**config.mk**
```make
export PLATFORM = sky130hd
export DESIGN_NAME = sync_updown_counter_flat
export DESIGN_NICKNAME = d
export VERILOG_FILES = /design/src/rtl/sync_updown_counter_if.sv /design/src/rtl/sync_updown_counter.sv /design/src/flat_wrapper.sv
export SDC_FILE = /design/constraint.sdc
export NUM_CORES = 1
export LEC_CHECK = 0
export CAP_MARGIN = 20
export CELL_PAD_IN_SITES_DETAIL_PLACEMENT = 1
export CELL_PAD_IN_SITES_GLOBAL_PLACEMENT = 1
export CORE_MARGIN = 2
export CORE_UTILIZATION = 33
export CTS_CLUSTER_DIAMETER = 30
export DETAILED_ROUTE_END_ITERATION = 6
export PLACE_DENSITY_LB_ADDON = 0.12
export SETUP_SLACK_MARGIN = 0.15
export SYNTH_ARGS = -nofsm -noshare
export SYNTH_HDL_FRONTEND = slang
export SYNTH_SLANG_ARGS = --single-unit
```
**constraint.sdc**
```tcl
create_clock -name clk -period 3.4 [get_ports clk]
set_clock_uncertainty 0.15 [all_clocks]
set_input_delay 0.51 -clock clk [delete_from_list [all_inputs] [get_ports clk]]
set_output_delay 0.51 -clock clk [all_outputs]
set_load 0.05 [all_outputs]
```
**src/rtl/sync_updown_counter_if.sv**
```systemverilog
// Control/status bundle for the synchronous up/down counter.
// The master drives the counting and snapshot controls; the slave (the counter)
// returns the count, flags and the snapshot.
interface sync_updown_counter_if #(
    parameter int WIDTH = 4
);
    logic             en;
    logic             control;
    logic             load;
    logic [WIDTH-1:0] load_val;
    logic             clr_ovf;
    logic             snap_req;
    logic             snap_ack;
    logic [WIDTH-1:0] q;
    logic             tc;
    logic             wrap;
    logic             ovf_sticky;
    logic             snap_valid;
    logic [WIDTH-1:0] snap_data;

    modport master (
        output en, control, load, load_val, clr_ovf, snap_req, snap_ack,
        input  q, tc, wrap, ovf_sticky, snap_valid, snap_data
    );

    modport slave (
        input  en, control, load, load_val, clr_ovf, snap_req, snap_ack,
        output q, tc, wrap, ovf_sticky, snap_valid, snap_data
    );
endinterface

```
**src/rtl/sync_updown_counter.sv**
```systemverilog
// Synchronous loadable up/down counter over 0..MAX_VAL with terminal-count
// detection, a registered wrap pulse, a sticky overflow flag and a
// valid/ack snapshot port that freezes a copy of the count.
module sync_updown_counter #(
    parameter int WIDTH   = 4,
    parameter int MAX_VAL = 15
) (
    input  logic                  clk,
    input  logic                  rst,
    sync_updown_counter_if.slave  bus
);
    localparam logic [WIDTH-1:0] MAX_C = WIDTH'(MAX_VAL);

    typedef enum logic {IDLE, HOLD} snap_st_e;

    logic [WIDTH-1:0] cnt_q, cnt_d;
    logic             wrap_q, wrap_d;
    logic             ovf_q, ovf_d;
    logic             tc;
    snap_st_e         st_q, st_d;
    logic             sv_q, sv_d;
    logic [WIDTH-1:0] sd_q, sd_d;

    // Terminal count depends on the current direction, so it is purely combinational.
    always_comb begin
        tc = bus.control ? (cnt_q == '0) : (cnt_q == MAX_C);
    end

    // Counter next state: load beats enable; loads saturate at MAX_VAL and never wrap.
    always_comb begin
        cnt_d  = cnt_q;
        wrap_d = 1'b0;
        if (bus.load) begin
            cnt_d = (bus.load_val > MAX_C) ? MAX_C : bus.load_val;
        end else if (bus.en) begin
            wrap_d = tc;
            if (bus.control)
                cnt_d = (cnt_q == '0) ? MAX_C : cnt_q - 1'b1;
            else
                cnt_d = (cnt_q == MAX_C) ? '0 : cnt_q + 1'b1;
        end
        // A wrap on the same edge as a clear keeps the flag set.
        ovf_d = wrap_d | (ovf_q & ~bus.clr_ovf);
    end

    // Counter, wrap pulse and overflow flag registers.
    always_ff @(posedge clk or posedge rst) begin
        if (rst) begin
            cnt_q  <= '0;
            wrap_q <= 1'b0;
            ovf_q  <= 1'b0;
        end else begin
            cnt_q  <= cnt_d;
            wrap_q <= wrap_d;
            ovf_q  <= ovf_d;
        end
    end

    // Snapshot FSM: IDLE captures the pre-edge count on a request, HOLD keeps it
    // frozen until the consumer acks. A request coincident with the ack is dropped.
    always_comb begin
        st_d = st_q;
        sv_d = sv_q;
        sd_d = sd_q;
        case (st_q)
            IDLE: begin
                if (bus.snap_req) begin
                    sd_d = cnt_q;
                    sv_d = 1'b1;
                    st_d = HOLD;
                end
            end
            HOLD: begin
                if (bus.snap_ack) begin
                    sv_d = 1'b0;
                    st_d = IDLE;
                end
            end
            default: begin
                sv_d = 1'b0;
                st_d = IDLE;
            end
        endcase
    end

    // Snapshot state registers.
    always_ff @(posedge clk or posedge rst) begin
        if (rst) begin
            st_q <= IDLE;
            sv_q <= 1'b0;
            sd_q <= '0;
        end else begin
            st_q <= st_d;
            sv_q <= sv_d;
            sd_q <= sd_d;
        end
    end

    assign bus.q          = cnt_q;
    assign bus.tc         = tc;
    assign bus.wrap       = wrap_q;
    assign bus.ovf_sticky = ovf_q;
    assign bus.snap_valid = sv_q;
    assign bus.snap_data  = sd_q;
endmodule

```
**src/flat_wrapper.sv**
```systemverilog
// flat-port wrapper written by rule: the top's interface ports become plain ports
module sync_updown_counter_flat 
#(
    parameter int WIDTH   = 4,
    parameter int MAX_VAL = 15
)
  (clk, rst, bus_en, bus_control, bus_load, bus_load_val, bus_clr_ovf, bus_snap_req, bus_snap_ack, bus_q, bus_tc, bus_wrap, bus_ovf_sticky, bus_snap_valid, bus_snap_data);
  sync_updown_counter_if #(.WIDTH(WIDTH)) bus_i ();
  input  logic clk;
  input  logic rst;
  input wire logic [$bits(bus_i.en)-1:0] bus_en;
  input wire logic [$bits(bus_i.control)-1:0] bus_control;
  input wire logic [$bits(bus_i.load)-1:0] bus_load;
  input wire logic [$bits(bus_i.load_val)-1:0] bus_load_val;
  input wire logic [$bits(bus_i.clr_ovf)-1:0] bus_clr_ovf;
  input wire logic [$bits(bus_i.snap_req)-1:0] bus_snap_req;
  input wire logic [$bits(bus_i.snap_ack)-1:0] bus_snap_ack;
  output wire logic [$bits(bus_i.q)-1:0] bus_q;
  output wire logic [$bits(bus_i.tc)-1:0] bus_tc;
  output wire logic [$bits(bus_i.wrap)-1:0] bus_wrap;
  output wire logic [$bits(bus_i.ovf_sticky)-1:0] bus_ovf_sticky;
  output wire logic [$bits(bus_i.snap_valid)-1:0] bus_snap_valid;
  output wire logic [$bits(bus_i.snap_data)-1:0] bus_snap_data;
  assign bus_i.en = bus_en;
  assign bus_i.control = bus_control;
  assign bus_i.load = bus_load;
  assign bus_i.load_val = bus_load_val;
  assign bus_i.clr_ovf = bus_clr_ovf;
  assign bus_i.snap_req = bus_snap_req;
  assign bus_i.snap_ack = bus_snap_ack;
  assign bus_q = bus_i.q;
  assign bus_tc = bus_i.tc;
  assign bus_wrap = bus_i.wrap;
  assign bus_ovf_sticky = bus_i.ovf_sticky;
  assign bus_snap_valid = bus_i.snap_valid;
  assign bus_snap_data = bus_i.snap_data;
  sync_updown_counter #(.WIDTH(WIDTH), .MAX_VAL(MAX_VAL)) u_core (.clk(clk), .rst(rst), .bus(bus_i));
endmodule
```
# Word-level counts from Yosys, hierarchy flattened
# Cells that the tools add are included.
op_classes:
  n_addsub: 2
  magnitude_cmp: 1
  eq_ne: 3
  muxes: 15
  bitwise_logic: 4
  reduce_logical: 4
op_table:
  columns: ["operator", "count"]
  rows:
  - ["4-bit two-way mux", 6]
  - ["1-bit two-way mux", 7]
  - ["4-bit by 1-bit adder with 4-bit output (second input constant)", 1]
  - ["4-bit equality test (second input constant)", 1]
  - ["4-bit greater-than comparator (second input constant)", 1]
  - ["4-bit zero test", 1]
  - ["2-bit inequality test (second input constant)", 2]
  - ["1-bit one-hot mux with 2 select lines", 2]
  - ["2-bit AND reduction", 2]
  - ["4-bit by 1-bit subtractor with 4-bit output (second input constant)", 1]
  - ["1-bit inverter", 2]
  - ["2-bit nonzero test", 1]
  - ["1-bit AND", 1]
  - ["1-bit OR", 1]
word_totals:
  reg_bits: 12
  input_bits: 12
  out_inout_bits: 12
  elab_cells: 35

# Depth between registers and ports, before layout
logic_depth:
  word_depth: 5
  mapped_depth: 6
  depth_no_buf: 6

# Worst setup path after synthesis
# Ideal clock, no wire load.
synth_path:
  kind: "register -> register"
  from: "reg u_core.cnt_q[0], in the netlist u_core.bus.q[0]"
  to: "reg u_core.ovf_q, in the netlist u_core.bus.ovf_sticky"
  setup_ns: 0.118
  arrival_time_ns: 1.961
  required_ns: 3.132
  setup_slack_ns: 1.171
  path_stages_with_launch: 7
  synth_period_minus_slack_ns: 2.229
  path_cell_list: "dfrtp_1 inv_1 ha_1 nand4bb_1 nand2_1 and3_1 a21o_1"
synth_via:
  elab_chain_len: 5
synth_rtl:
  columns: ["element", "line", "rtl"]
  rows:
  - ["start: declaration", "sync_updown_counter.sv:16", "logic [WIDTH-1:0] cnt_q, cnt_d;"]
  - ["start signal: assignment", "sync_updown_counter.sv:53", "cnt_q <= cnt_d;"]
  - ["4-bit equality test / 4-bit zero test (equally long branches)", "sync_updown_counter.sv:26", "tc = bus.control ? (cnt_q == '0) : (cnt_q == MAX_C);"]
  - ["1-bit two-way mux (*)", "sync_updown_counter.sv:26", null]
  - ["net bus_tc", "flat_wrapper.sv:19", "output wire logic [$bits(bus_i.tc)-1:0] bus_tc;"]
  - ["1-bit two-way mux (*)", "sync_updown_counter.sv:35", "end else if (bus.en) begin"]
  - ["1-bit two-way mux (*)", "sync_updown_counter.sv:33", "if (bus.load) begin"]
  - ["net u_core.wrap_d", "sync_updown_counter.sv:17", "logic wrap_q, wrap_d;"]
  - ["1-bit OR (*)", "sync_updown_counter.sv:43", "ovf_d = wrap_d | (ovf_q & ~bus.clr_ovf);"]
  - ["net u_core.ovf_d", "sync_updown_counter.sv:18", "logic ovf_q, ovf_d;"]
  - ["end signal: assignment", "sync_updown_counter.sv:55", "ovf_q <= ovf_d;"]
  - ["end: declaration", "sync_updown_counter.sv:18", null]
# The timed path passes the listed nets; every way through them passes the cells marked *.
# A chain may end at the register's enable or synchronous reset.

# Final worst setup path
layout_path:
  from: "in bus_control"
  to: "out bus_tc"
layout_via:
  elab_chain_len: 1
layout_rtl:
  columns: ["element", "line", "rtl"]
  rows:
  - ["start: declaration", "flat_wrapper.sv:12", "input wire logic [$bits(bus_i.control)-1:0] bus_control;"]
  - ["1-bit two-way mux", "sync_updown_counter.sv:26", null]
  - ["end: declaration", "flat_wrapper.sv:19", null]
# No other way between the ends.

==> impl_metrics.csv <==
group,metric,value,unit
outcome,outcome,"finished clean",
sta,drv_slew,0,
sta,tns,0,ns
placed_design,pre_cts_ws,0.546,ns
setup_path,crit_family,"buffers and inverters",
routing,drc,0,
yosys,synth_top_cell_by_area,"dfrtp_1",
setup_path,arrival,2.21,ns
sta,hold_ws,0.330,ns
placed_design,placed_cells,110,
clock_network,cts_made_buffers,3,
global_routing,gr-usage-all-layers,0.153,
die,io_pins,24,
power_and_ir_drop,power,0.525,mW
placed_design,place_area,875,µm²
hold_path,hp-start,"u_core.bus.snap_valid$_DFFE_PP0P_",
clock_network,tritoncts,"yes",
routing,routed_wl,1440,µm
yosys,synth_warnings,0,
die,die_w,48.0,µm
die,rows,15,
yosys,synth_seq_area_share,0.470,
routing,vias,554,
yosys,synth.ff_latch_count,12,
yosys,synth_top_area_frac,0.470,
global_routing,grt_pass1_wl,2350,µm
global_routing,grt_overflow,0,
sta,max_slew_margin,0.664,
yosys,synth_area,639,µm²
setup_path,worstPathRequired,2.74,ns
clock_network,clock_path_buffers,2,
power_and_ir_drop,irDropWorstVdd,0.267,mV
die,die_y,48.0,µm
setup_path,critPathMaxStageDelay,0.80,ns
setup_path,crit_top_cell,"clkdlybuf4s50_1",
die,start_util,0.359,
final_layout,diodes,0,
final_layout,final_cell_area,911,µm²
die,die_area,2310,µm²
placed_design,hpwl,1050,µm
sta,worstMarginPinSlew,0.503,ns
placed_design,globalplace.congestion,0.780,
routing,drt_iter0_drc,10,
final_layout,post-route-util,0.511,
sta,setup_ws,0.527,ns
power_and_ir_drop,power.share.combinational,0.416,
power_and_ir_drop,p_seq_frac,0.368,
final_layout,fillCellCount,205,
sta,fmax,348,MHz
hold_path,hold_class,"reg -> reg",
run,cap_violations,0,
setup_path,critPathBufInv,2,
global_routing,antenna_found_initial,0,
routing,routed_via_density,4.86,
sta,final-hold-violation-count,0,
setup_path,crit_slowest_cell,"clkdlybuf4s50_1",
global_routing,grt_pass1_vias,559,
yosys,synth_cells,65,
power_and_ir_drop,p_leak,0.417,nW
die,fp.coreArea,1780,µm²
clock_network,clkLatencyLatePin,0.27,ns
clock_network,cts_max_level,1,
yosys,syn_nets,79,
final_layout,fin_nets,104,
yosys,syn_avg_cell_area,9.84,µm²
global_routing,grt_max_degree,13,
power_and_ir_drop,netSwitchingPower,0.207,mW
setup_path,worstSetupPathType,"in -> out",
sta,period_needed,2.87,ns
sta,rsz0062_at_grt,"false",
routing,antenna_left,0,
setup_path,crit_fanout,6,
power_and_ir_drop,powerDensity,577,nW/µm²
power_and_ir_drop,power.internal,0.318,mW
setup_path,cp-start-kind,"input pin",
clock_network,clock_sinks,12,
placed_design,portBuffers,23,
final_layout,instances_no_fill,114,
setup_path,reg2reg_from,"u_core.bus.q[0]$_DFFE_PP0P_",
final_layout,drive_above_1_share,0.0674,
clock_network,cts_hold_buffers,0,
setup_path,cp_cell_sequence,"clkdlybuf4s50_1 -> nand4bb_1 -> nand2_1 -> clkdlybuf4s50_1",
yosys,synthTopCellsByArea,"dfrtp_1 (47%), nand2_1 (7.6%), ha_1 (3.9%)",
final_layout,area_delta_synth_final,42.5,%
routing,avgRoutedWirePerCell,12.6,µm
clock_network,cts_setup_buffers,0,
setup_path,critPathLaunch,"bus_control",
yosys,ys_types,27,
power_and_ir_drop,power_switching_share,0.395,
clock_network,cts_resized,0,
sta,setup_viol,0,
clock_network,clock-root-buffer,"clkbuf_4",
sta,finalCritPeriodShare,0.845,
clock_network,clk_pin_slew_worst_paths,0.08,ns
power_and_ir_drop,pwr-share-clk,0.216,
setup_path,crit_path_end_kind,"output port",
routing,drtPass1Iterations,4,
flip-flops by register name, summed over array words and instances, names as in the netlist:
register,count
u_core.bus.ovf_sticky,1
u_core.bus.wrap,1
u_core.bus.snap_data,4
u_core.st_q,1
u_core.bus.q,4
u_core.bus.snap_valid,1
final timing paths:
kind                                                endpoint  slack (ns)  depth (start not counted)
setup reg to reg                 u_core.bus.q[2]$_DFFE_PP0P_        1.71                          6
min in group asynchronous              u_core.st_q$_DFF_PP0_        0.40                          2
hold / removal             u_core.bus.snap_valid$_DFFE_PP0P_        0.33                          2
setup / recovery                                      bus_tc        0.53                          4
max in group asynchronous        u_core.bus.q[2]$_DFFE_PP0P_        2.39                          2
hold reg to reg            u_core.bus.snap_valid$_DFFE_PP0P_        0.33                          2
worst reg2reg max path: stages, from the launching register on:
cell	delay, ns
dfrtp_1	0.48
inv_1	0.11
ha_1	0.23
mux2_1	0.29
nand2_1	0.08
xor2_1	0.15
o21ai_1	0.07
Yosys cell counts:
| master | instances |
|---|---|
| nand4bb_1 | 1 |
| xor2_1 | 1 |
| o21ai_0 | 3 |
| and3_1 | 1 |
| dfrtp_1 | 12 |
| a311oi_1 | 1 |
| nand2_1 | 13 |
| buf_6 | 2 |
| nor4_1 | 1 |
| mux2_2 | 2 |
| o21ai_1 | 4 |
| buf_1 | 1 |
| and4b_1 | 1 |
| mux2_1 | 2 |
| nor2_1 | 2 |
| o31a_1 | 1 |
| a31oi_1 | 1 |
| nand2b_1 | 1 |
| inv_1 | 6 |
| a21o_1 | 1 |
| xnor2_1 | 1 |
| ha_1 | 2 |
| a22o_1 | 1 |
| o21a_1 | 1 |
| o2111ai_1 | 1 |
| nand4b_1 | 1 |
| nor2b_1 | 1 |
layout make-up:
cell class / instances / area [µm²] / area share
Clock buffer: 4 / 36.3 / 0.0398
Inverter: 6 / 22.5 / 0.0247
Multi-Input combinational cell: 44 / 290 / 0.319
Sequential cell: 12 / 300 / 0.330
Tap cell: 25 / 31.3 / 0.0343
Timing Repair Buffer: 23 / 230 / 0.253
power groups by stage:
stage / registers (mW) / clock network [mW] / logic [mW]
2_1_floorplan: 0.274 / 0 / 0.0694
3_3_place_gp: 0.194 / 0 / 0.218
3_5_place_dp: 0.196 / 0 / 0.220
4_1_cts: 0.194 / 0.119 / 0.221
5_1_grt: 0.198 / 0.129 / 0.235
6_report: 0.193 / 0.113 / 0.218
metal layers:
layer  global-route usage  vias up  share of wire
li1                     -      271              -
met3               0.0377        2          0.059
met5                    0        -              0
met1                0.177      264           0.46
met4               0.0973        0         0.0098
met2                0.251       17           0.47
cell families after synthesis:
group | synth area share
AOI/OAI and AO/OA | 0.143
xor gates and xnor gates | 0.0274
adders and majority gates | 0.0391
buffers and inverters | 0.0763
DFF | 0.470
muxes | 0.0704
and+or+nand+nor | 0.174
placed cells by master, fill, tap and decap left out:
cell type         n
nor4_1            1
nand2_1          13
nor2b_1           1
nand4b_1          1
a22o_1            1
nand4bb_1         1
o31a_1            1
nand2b_1          1
ha_1              2
xnor2_1           1
clkdlybuf4s50_1  23
xor2_1            1
a31oi_1           1
o2111ai_1         1
nor2_1            2
o21ai_0           3
clkbuf_8          1
inv_1             6
o21ai_1           4
mux2_2            2
clkbuf_4          3
dfrtp_1          12
a21o_1            1
and3_1            1
and4b_1           1
a311oi_1          1
o21a_1            1
mux2_1            2
(Power assumes the default switching activity.)
